==> src/rtl/clock_pkg.sv <==
// Shared encodings for the clock's time-setting path: mode/position codes and digit blank pairs.
package clock_pkg;

    typedef enum logic [1:0] {
        MODE_NORMAL    = 2'd0,
        MODE_SET_TIME  = 2'd1,
        MODE_SET_ALARM = 2'd2
    } mode_e;

    typedef enum logic [1:0] {
        POS_SEC  = 2'd0,
        POS_MIN  = 2'd1,
        POS_HOUR = 2'd2
    } pos_e;

    localparam logic [5:0] MASK_SEC  = 6'b000011;
    localparam logic [5:0] MASK_MIN  = 6'b001100;
    localparam logic [5:0] MASK_HOUR = 6'b110000;

    function automatic logic [5:0] pos_mask(input pos_e p);
        logic [5:0] m;
        case (p)
            POS_SEC:  m = MASK_SEC;
            POS_MIN:  m = MASK_MIN;
            POS_HOUR: m = MASK_HOUR;
            default:  m = 6'b000000;
        endcase
        return m;
    endfunction

endpackage

==> src/rtl/blink_phase_gen.sv <==
// Blink half-period counter and ON/OFF toggle for the digit being set.
// phase is the lookahead value (what the toggle holds after the coming edge), 1 = ON.
module blink_phase_gen #(
    parameter int BLINK_DIV = 5000
) (
    input  logic clk,
    input  logic rst,
    input  logic enable,
    input  logic restart,
    output logic phase
);

    localparam int CW = $clog2(BLINK_DIV);

    logic [CW-1:0] r_cnt;
    logic [CW-1:0] w_cnt_nxt;
    logic          r_phase;
    logic          w_phase_nxt;

    always_comb begin
        w_cnt_nxt   = r_cnt + CW'(1);
        w_phase_nxt = r_phase;
        if (!enable || restart) begin
            w_cnt_nxt   = '0;
            w_phase_nxt = 1'b1;
        end else if (r_cnt == CW'(BLINK_DIV - 1)) begin
            w_cnt_nxt   = '0;
            w_phase_nxt = ~r_phase;
        end
    end

    always_ff @(posedge clk or posedge rst) begin
        if (rst) begin
            r_cnt   <= '0;
            r_phase <= 1'b1;
        end else begin
            r_cnt   <= w_cnt_nxt;
            r_phase <= w_phase_nxt;
        end
    end

    // Exposed ahead of the register so the caller's mask register lines up with mode/position.
    assign phase = w_phase_nxt;

endmodule

==> src/rtl/setting_ctrl.sv <==
// Time-setting sequencer: mode/position FSM, increment strobes and blinking digit masks.
// Optional idle auto-return to NORMAL is built when SETTING_TIMEOUT_EN is defined.
module setting_ctrl
    import clock_pkg::*;
#(
    parameter int BLINK_DIV      = 5000,
    parameter int TIMEOUT_CYCLES = 1_000_000
) (
    input  logic       clk,
    input  logic       rst,
    input  logic       sw_mode,
    input  logic       sw_pos,
    input  logic       sw_inc,
    output logic [1:0] setting_mode,
    output logic [1:0] setting_position,
    output logic [5:0] blank_mask,
    output logic       inc_sec,
    output logic       inc_min,
    output logic       inc_hour
);

    mode_e      r_mode;
    mode_e      w_mode_nxt;
    pos_e       r_pos;
    pos_e       w_pos_nxt;
    logic [2:0] r_inc;
    logic [2:0] w_inc_nxt;
    logic [5:0] r_mask;
    logic       w_in_set;
    logic       w_set_nxt;
    logic       w_accept;
    logic       w_restart;
    logic       w_timeout;
    logic       w_phase;

    assign w_in_set  = (r_mode != MODE_NORMAL);
    assign w_accept  = sw_mode | (w_in_set & (sw_pos | sw_inc));
    assign w_set_nxt = (w_mode_nxt != MODE_NORMAL);

`ifdef SETTING_TIMEOUT_EN
    localparam int IW = $clog2(TIMEOUT_CYCLES);

    logic [IW-1:0] r_idle;

    always_ff @(posedge clk or posedge rst) begin
        if (rst) begin
            r_idle <= '0;
        end else if (!w_set_nxt || w_accept) begin
            r_idle <= '0;
        end else begin
            r_idle <= r_idle + IW'(1);
        end
    end

    assign w_timeout = w_in_set && (r_idle == IW'(TIMEOUT_CYCLES - 1));
`else
    assign w_timeout = 1'b0;
`endif

    // Priority sw_mode > sw_pos > sw_inc > timeout; lower-priority events in the same cycle are dropped.
    always_comb begin
        w_mode_nxt = r_mode;
        w_pos_nxt  = r_pos;
        w_inc_nxt  = 3'b000;
        w_restart  = 1'b0;
        if (sw_mode) begin
            case (r_mode)
                MODE_NORMAL:   w_mode_nxt = MODE_SET_TIME;
                MODE_SET_TIME: w_mode_nxt = MODE_SET_ALARM;
                default:       w_mode_nxt = MODE_NORMAL;
            endcase
            w_pos_nxt = POS_SEC;
            w_restart = 1'b1;
        end else if (w_in_set && sw_pos) begin
            case (r_pos)
                POS_SEC: w_pos_nxt = POS_MIN;
                POS_MIN: w_pos_nxt = POS_HOUR;
                default: w_pos_nxt = POS_SEC;
            endcase
        end else if (w_in_set && sw_inc) begin
            w_restart = 1'b1;
            case (r_pos)
                POS_SEC: w_inc_nxt = 3'b001;
                POS_MIN: w_inc_nxt = 3'b010;
                default: w_inc_nxt = 3'b100;
            endcase
        end else if (w_timeout) begin
            w_mode_nxt = MODE_NORMAL;
            w_pos_nxt  = POS_SEC;
        end
    end

    blink_phase_gen #(
        .BLINK_DIV (BLINK_DIV)
    ) u_blink (
        .clk     (clk),
        .rst     (rst),
        .enable  (w_set_nxt),
        .restart (w_restart),
        .phase   (w_phase)
    );

    always_ff @(posedge clk or posedge rst) begin
        if (rst) begin
            r_mode <= MODE_NORMAL;
            r_pos  <= POS_SEC;
            r_inc  <= 3'b000;
            r_mask <= 6'b000000;
        end else begin
            r_mode <= w_mode_nxt;
            r_pos  <= w_pos_nxt;
            r_inc  <= w_inc_nxt;
            r_mask <= (w_set_nxt && !w_phase) ? pos_mask(w_pos_nxt) : 6'b000000;
        end
    end

    assign setting_mode     = r_mode;
    assign setting_position = r_pos;
    assign blank_mask       = r_mask;
    assign inc_sec          = r_inc[0];
    assign inc_min          = r_inc[1];
    assign inc_hour         = r_inc[2];

endmodule

==> config.mk <==
export PLATFORM = sky130hd
export DESIGN_NAME = setting_ctrl
export DESIGN_NICKNAME = d
export VERILOG_FILES = /design/src/rtl/clock_pkg.sv /design/src/rtl/blink_phase_gen.sv /design/src/rtl/setting_ctrl.sv
export SDC_FILE = /design/constraint.sdc
export NUM_CORES = 1
export LEC_CHECK = 0
export ABC_AREA = 1
export ABC_CLOCK_PERIOD_IN_PS = 3380
export CORE_ASPECT_RATIO = 1.1
export CORE_MARGIN = 3
export CORE_UTILIZATION = 56
export CTS_CLUSTER_SIZE = 40
export DETAILED_ROUTE_END_ITERATION = 8
export GPL_ROUTABILITY_DRIVEN = 0
export PLACE_DENSITY = 0.79
export SYNTH_ARGS = -nofsm -noshare
export SYNTH_HDL_FRONTEND = slang
export SYNTH_SLANG_ARGS = --single-unit
==> constraint.sdc <==
create_clock -name clk -period 3.38 [get_ports clk]
set_input_delay 0.338 -clock clk [delete_from_list [all_inputs] [get_ports clk]]
set_output_delay 0.338 -clock clk [all_outputs]
set_load 0.02 [all_outputs]
Yosys cells after proc, flatten, opt, wreduce, memory -nomap -nowiden. Index checks and enable logic that the tools add are counted. W data, S select, Z words.

Output and inout port bits: 13. RAM bits: 0. ROM bits: 0. Input bits: 5. Latch bits: 0. Register bits after elaboration: 27. Memories kept: 0. Logic and storage cells: 42.

Multiplexer cells: 18. $mul: 0. Reduce and logical (&&, ||, !) cells: 11. Add/sub/neg operators: 1. Shift operators: 0. Eq/ne operators: 5. $lt $le $gt $ge: 0. Divide/modulo/power cells: 0. Bitwise gates (word level): 1.

Operator list (number): $mux W13 (2); $pmux W6 S3 (1); $add A13 B1 Y13 const B (1); $eq A13 B13 Y1 const B (1); $mux W3 (3); $pmux W2 S2 (2); $eq A2 B1 Y1 const B (3); $logic_not A2 Y1 (3); $mux W2 (3); $mux W6 (1); $pmux W3 S2 (1); $mux W1 (5); $reduce_bool A2 Y1 (2); $logic_and A1 B1 Y1 (3); $eq A2 B2 Y1 const B (1); $logic_not A1 Y1 (2); $logic_or A1 B1 Y1 (1); $not A1 Y1 (1).

Logic depth before layout (Yosys ltp). Gate-level depths: netlist of run 1.

Depth in word-level cells: 10. Gate-level depth with buffers: 8. Depth with buffers taken out: 8.

Cells and area by module. From an unflattened synthesis of run 1, not the netlist that was laid out.

Cells, all modules: 168. Area total of the unflattened synthesis: 1325.0 um^2.

By module, submodules not included: blink_phase_gen (seq. area each 351.6 um^2, area each 828.3 um^2, cells each 108, times used 1); setting_ctrl (seq. area each 250.2 um^2, area each 496.7 um^2, cells each 60, times used 1).

Worst setup path after synthesis of run 1. Ideal clock, no wire load.

Path kind: reg2reg. Start: register u_blink.r_cnt[0]. End: register r_mask[1] (netlist: blank_mask[1]). Slack: 2.201 ns. Data required time: 3.308 ns. Arrival time: 1.106 ns. Buffers on the path: 0. Stages on the path, launching flop included: 9. Clock period less this slack: 1.179 ns. Setup time: 0.072 ns. Path through: dfrtp_1 > ha_1 > nand2_2 > inv_1 > nand2_1 > nor2_1 > nand3_1 > nand3_2 > nor2_1.

Cells in the longest elaborated chain, start to end: 6.

Ends and longest elaborated chain: start, declared (RTL line blink_phase_gen.sv:15) `logic [CW-1:0] r_cnt;`; start signal, assigned (RTL line blink_phase_gen.sv:37) `r_cnt <= w_cnt_nxt;`; $eq A13 B13 Y1 (RTL line blink_phase_gen.sv:26) `end else if (r_cnt == CW'(BLINK_DIV - 1)) begin`; $mux W1 (RTL line blink_phase_gen.sv:26); $mux W1 (RTL line blink_phase_gen.sv:23) `if (!enable || restart) begin`; via u_blink.phase (RTL line blink_phase_gen.sv:10) `output logic phase`; $logic_not A1 Y1 (RTL line setting_ctrl.sv:113) `r_mask <= (w_set_nxt && !w_phase) ? pos_mask(w_pos_nxt) : 6'b000000;`; $logic_and A1 B1 Y1 (RTL line setting_ctrl.sv:113); $mux W6 (RTL line setting_ctrl.sv:113); end signal, assigned (RTL line setting_ctrl.sv:113); end, declared (RTL line setting_ctrl.sv:28) `logic [5:0] r_mask;`.

The timed path passes the listed nets, and every way through them passes these cells.

Worst setup path after layout of run 1.
Start: register r_mode[0] (netlist: setting_mode[0]). End: output setting_mode[0].

RTL lines: start, declared (RTL line setting_ctrl.sv:22) `mode_e r_mode;`; start signal, assigned (RTL line setting_ctrl.sv:110) `r_mode <= w_mode_nxt;`; end, declared (RTL line setting_ctrl.sv:14) `output logic [1:0] setting_mode,`.

No word-level cell between the ends.

==> flow_summary.json, run 1 <==
{
  "muxShareOfSynthArea_pct": 0,
  "final.setup_skew_ps": 8.57,
  "antennaDiodeCount": 0,
  "drtIter0Drc": 8,
  "ys_ff_latch": 24,
  "synth-simple-area-share_pct": 32.0,
  "fp-row-count": 16,
  "rrSetupSlack_ps": 2030,
  "drc": 0,
  "post_cts_buffers": 0,
  "period_share_pct": 49.6,
  "max_freq_ghz": 0.596,
  "place_hpwl_um": 1800,
  "grt_usage_pct": 20.6,
  "critPathBufInv": 1,
  "clock-sinks": 24,
  "ys.flop_type": "dfrtp_1",
  "ios": 18,
  "ys_top_cells_by_area": "dfrtp_1 49%, nor2_1 10%, nand2_1 8.9%, inv_1 7.3%, xor2_1 4.4%",
  "finalSetupViolations": 0,
  "area_delta_synth_final_pct": 18.4,
  "drtAntennaViolNets": 0,
  "yosys.area.top_type": "dfrtp_1",
  "synth_compound_gate_area_share_pct": 2.64,
  "worstPathMaxFanout": 4,
  "synth.distinct_cells": 20,
  "finish.instance_area_um2": 1400,
  "grt_start_max_net_pins": 25,
  "cts_made_buffers": 3,
  "critPathKind": "flop to output pin",
  "slew_headroom_pct": 41.2,
  "grt_pass1_wl_um": 4150,
  "hold_viol_final": 0,
  "cts_resized": 0,
  "syn_avg_cell_area_um2": 8.12,
  "rsz0062_at_grt": "no",
  "cts_tree": "built",
  "slew_violations": 0,
  "drv_cap": 0,
  "slowest_delay_ps": 620,
  "p_leak_nw": 0.690,
  "htree_levels": 1,
  "worstPathCellList": "clkdlybuf4s50_1",
  "p_total_uw": 625,
  "vdd_ir_drop_max_mv": 0.351,
  "dieWidth_um": 49.9,
  "ys_async_sr_fraction_pct": 100,
  "drive_gt1_share_pct": 8.54,
  "via_count": 965,
  "antenna_found_initial": 0,
  "synth_enable_flop_cells": 0,
  "synthAdderAreaFrac_pct": 1.05,
  "run_status": "complete, no violations",
  "fp.dieArea_um2": 2710,
  "setup_tns_ps": 0,
  "critPathTopFamily": "buffers and inverters",
  "synth.most_common_cell": "nor2_1",
  "endpoint_kind": "output pin",
  "post-route-min-period_ps": 1680,
  "clk_latency_ps": 310,
  "critPathArrivalTime_ps": 1340,
  "port_buffers": 17,
  "critPathSlowestCell": "clkdlybuf4s50_1",
  "hold_slack_ps": 494,
  "path_clk_slew_ps": 130,
  "ys_warn_count": 0,
  "synth_top_family_by_area": "simple AND/OR/NAND/NOR gates",
  "core_um2": 1880,
  "grt_pass1_vias": 1049,
  "ys_seq_area_share_pct": 50.7,
  "dpl_cell_area_um2": 1370,
  "holdCritPathClass": "input port to asynchronous set/reset pin",
  "cts_root_buf": "clkbuf_4",
  "initial_core_util_pct": 63.0,
  "synth_top_area_share_pct": 48.5,
  "cp.required_ps": 3040,
  "synth_commonest_cells": "33 x nor2_1, 28 x nand2_1, 23 x dfrtp_1, 23 x inv_1, 10 x nand3_1",
  "clockBufferDepth": 2,
  "holdBufCountCts": 0,
  "vias_per_cell": 5.05,
  "chipHeight_um": 54.3,
  "wl_per_cell_um": 11.8,
  "wl_um": 2250,
  "critPathLaunchType": "flop",
  "tightest_slew_ps": 881,
  "synthCells": 146,
  "first_pass_iters": 4,
  "synth_area_um2": 1190,
  "fin_nets": 171,
  "syn_nets": 152,
  "synth_xor_area_share_pct": 4.43,
  "p_per_area_nw_per_um2": 445,
  "grt-ovfl-total": 0
}
## power breakdown
part / internal (mW) / switching (mW)
registers: 0.308 / 0.0161
clock network: 0.0658 / 0.0808
logic: 0.0567 / 0.0977
total: 0.430 / 0.195
## layout make-up
class	instances	area (µm²)
Clock buffer	4	36.3
Timing Repair Buffer	17	170
Tap cell	27	33.8
Multi-Input combinational cell	96	475
Fill cell	161	478
Inverter	23	86.3
Sequential cell	24	602
## logic make-up after synthesis
group	count (synthesis)
buffers and inverters	26
XOR/XNOR	6
adder cells (fa/ha/maj)	1
AO/OA/AOI/OAI	5
flip-flops	24
AND/OR/NAND/NOR	84
## routing by layer
layer | GRT usage, % | up-vias | part of all wire, %
met5 | 0 | - | 0
met4 | 11.5 | 0 | 2.3
met3 | 3.54 | 8 | 2.9
met2 | 40.7 | 19 | 57
met1 | 20.7 | 460 | 38
li1 | - | 478 | -
## flip-flops by register name (all words and copies together), names as in the netlist
name              cells
setting_mode          2
setting_position      2
blank_mask            3
r_inc                 3
u_blink.r_phase       1
u_blink.r_cnt        13
## worst paths after layout
path                                   from                to  depth (start not counted)
setup / recovery            setting_mode[0]   setting_mode[0]                          1
hold / removal                          rst   setting_mode[0]                          2
setup reg to reg           u_blink.r_cnt[0]     blank_mask[1]                          8
hold reg to reg            u_blink.r_cnt[0]  u_blink.r_cnt[0]                          1
max in group asynchronous               rst  u_blink.r_cnt[3]                          2
min in group clk           u_blink.r_cnt[0]  u_blink.r_cnt[0]                          1
## stage by stage
step	utilization, %	cells	setup WS [ps]
6_report	74.6	191	1700
5_1_grt	74.6	191	1650
4_1_cts	74.6	191	1690
3_5_place_dp	72.7	187	1760
3_3_place_gp	72.7	187	1800
2_1_floorplan	-	146	2200
## cell usage in the layout, fill, tap and decap left out
cell              n
a21oi_1           2
clkbuf_4          3
clkbuf_8          1
clkdlybuf4s50_1  17
dfrtp_1          23
dfstp_2           1
ha_1              1
inv_1            23
nand2_1          28
nand2_2           3
nand2_4           1
nand3_1          10
nand3_2           1
nand4_1           1
nor2_1           33
nor2_4            2
nor3_1            3
nor3_2            1
nor4_1            1
o21ai_0           2
o21bai_2          1
xor2_1            6
Power figures use the tool's default switching activity.
==> inputs of run 2 (changes only) <==
--- a/config.mk
+++ b/config.mk
@@ -6,14 +6,14 @@
 export NUM_CORES = 1
 export LEC_CHECK = 0
 export ABC_AREA = 1
-export ABC_CLOCK_PERIOD_IN_PS = 3380
+export ABC_CLOCK_PERIOD_IN_PS = 1400
 export CORE_ASPECT_RATIO = 1.1
 export CORE_MARGIN = 3
-export CORE_UTILIZATION = 56
+export CORE_UTILIZATION = 47
 export CTS_CLUSTER_SIZE = 40
 export DETAILED_ROUTE_END_ITERATION = 8
 export GPL_ROUTABILITY_DRIVEN = 0
-export PLACE_DENSITY = 0.79
+export PLACE_DENSITY = 0.71
 export SYNTH_ARGS = -nofsm -noshare
 export SYNTH_HDL_FRONTEND = slang
 export SYNTH_SLANG_ARGS = --single-unit
==> constraint.sdc (replaced) <==
create_clock -name clk -period 1.4 [get_ports clk]
set_input_delay 0.14 -clock clk [delete_from_list [all_inputs] [get_ports clk]]
set_output_delay 0.14 -clock clk [all_outputs]
set_load 0.02 [all_outputs]
==> flow_summary.json, run 2 (synthesis gave the netlist of run 1 again) <==
{
  "grt_pass1_vias": 987,
  "slew_headroom_pct": 80.3,
  "critPathLaunchType": "flop",
  "chipHeight_um": 58.7,
  "power_frac_seq_pct": 52.0,
  "p_int_mw": 1.04,
  "cts_root_buf": "clkbuf_4",
  "antennaDiodeCount": 0,
  "slew_violations": 0,
  "antenna_found_initial": 0,
  "endpoint_kind": "flop",
  "drive_gt1_share_pct": 14.8,
  "fp.dieArea_um2": 3160,
  "wl_per_cell_um": 10.9,
  "hold_viol_final": 0,
  "layout_common_cells": "30 x nor2_1, 27 x nand2_1, 23 x inv_1, 23 x dfrtp_1, 13 x dlygate4sd2_1",
  "critPathSlowestCell": "dfrtp_1",
  "via_count": 958,
  "p_sw_uw": 476,
  "dieWidth_um": 53.9,
  "p_leak_nw": 0.785,
  "htree_levels": 1,
  "slowest_delay_ps": 420,
  "period_share_pct": 93.8,
  "hold_slack_ps": 153,
  "port_buffers": 17,
  "critPathKind": "flop to flop",
  "finalSetupViolations": 0,
  "cp.required_ps": 1640,
  "placed_cells": 192,
  "vdd_ir_drop_max_mv": 0.812,
  "fp-row-count": 18,
  "n_fill_cell": 217,
  "vias_per_cell": 4.81,
  "grt-ovfl-total": 0,
  "grt_usage_pct": 16.3,
  "post-route-min-period_ps": 1310,
  "worstPathCellList": "inv_1 -> nand2_1 -> nor2_1 -> nand3_2 -> nand2_1 -> nand3_2 -> nor2_1",
  "grt_start_max_net_pins": 25,
  "drtIter0Drc": 11,
  "initial_core_util_pct": 51.1,
  "drv_cap": 0,
  "dp_slack_ps": 38.5,
  "core_um2": 2320,
  "p_clk_share_pct": 23.0,
  "ios": 18,
  "tightest_slew_ps": 295,
  "holdCritPathClass": "input port to asynchronous set/reset pin",
  "clock-sinks": 24,
  "grt_pass1_wl_um": 3860,
  "wl_um": 2160,
  "worstPathMaxFanout": 4,
  "clockBufferDepth": 2,
  "place_hpwl_um": 1700,
  "path_clk_slew_ps": 120,
  "clk_latency_ps": 300,
  "first_pass_iters": 4,
  "swShare_pct": 31.5,
  "layout_commonest_cell": "nor2_1",
  "drtAntennaViolNets": 0,
  "p_total_mw": 1.51,
  "final_cells": 199,
  "area_delta_synth_final_pct": 23.2,
  "p_per_area_nw_per_um2": 1030,
  "critPathArrivalTime_ps": 1560,
  "cts_made_buffers": 3,
  "cts_tree": "built",
  "comb_power_share_pct": 25.0,
  "run_status": "complete, no violations",
  "fin_nets": 176,
  "setup_slack_ps": 86.8,
  "top_register": "u_blink.r_cnt",
  "drc": 0,
  "final.setup_skew_ps": 3.78,
  "max_freq_ghz": 0.762,
  "largest_register_ffs": 13
}
## run 2: cell types whose count changed in the layout (fill, tap and decap cells not counted), moves of 3 or more
cell,change
buf_4,+5
nor2_2,+3
clkdlybuf4s50_1,-13
nor2_1,-3
dlygate4sd2_1,+13
## run 2: final timing paths
check	start	to	slack, ps	cells after the start
worst max register to register	u_blink.r_cnt[11]	blank_mask[3]	90	7
worst min-delay path	rst	u_blink.r_cnt[5]	150	3
worst min register to register	u_blink.r_cnt[10]	u_blink.r_cnt[10]	560	2
max in group asynchronous	rst	u_blink.r_phase	960	3
min in group clk	sw_inc	r_inc[1]	510	5
worst max-delay path	u_blink.r_cnt[11]	blank_mask[3]	90	7
## run 2: metal layers
layer / global-route usage, % / vias to the layer above / part of all wire (%)
met5: 0 / - / 0
met4: 5.47 / 0 / 0.97
met3: 3.29 / 4 / 2.3
met1: 18.8 / 451 / 41
li1: - / 488 / -
met2: 29.2 / 15 / 56
## run 2: layout make-up
class	instances	area [µm²]	area share (%)
Sequential cell	24	602	41.2
Multi-Input combinational cell	96	508	34.8
Timing Repair Buffer	22	191	13.1
Inverter	23	86.3	5.91
Tap cell	30	37.5	2.57
Clock buffer	4	36.3	2.48
## run 2: repair_timing
item	CTS	global route
setup endpoints to repair	13	11
gates resized for setup	13	8
buffers inserted	0	3
hold buffers	0	0
pin swaps	0	6
## run 2: power by group through the flow
stage               Clock (mW)  Combinational [mW]  Sequential (mW)
floorplan                    0               0.180            0.842
global placement             0               0.366            0.796
detailed placement           0               0.380            0.798
CTS                      0.363               0.353            0.784
global route             0.391               0.429            0.793
finish                   0.347               0.378            0.786
## run 2: worst max-delay path, delay by kind of cell (launching register included)
kind	cells	cell delay, ps
flip-flops	1	420
AND/OR/NAND/NOR	6	760
buffers and inverters	1	80
## run 2: metrics by stage
step | cell area [µm²] | setup TNS, ps | utilization, %
2_1_floorplan | 1190 | 0 | -
3_3_place_gp | 1390 | 0 | 59.8
3_5_place_dp | 1390 | 0 | 59.8
4_1_cts | 1410 | 0 | 60.6
5_1_grt | 1460 | -9.44 | 63.0
6_report | 1460 | 0 | 63.0
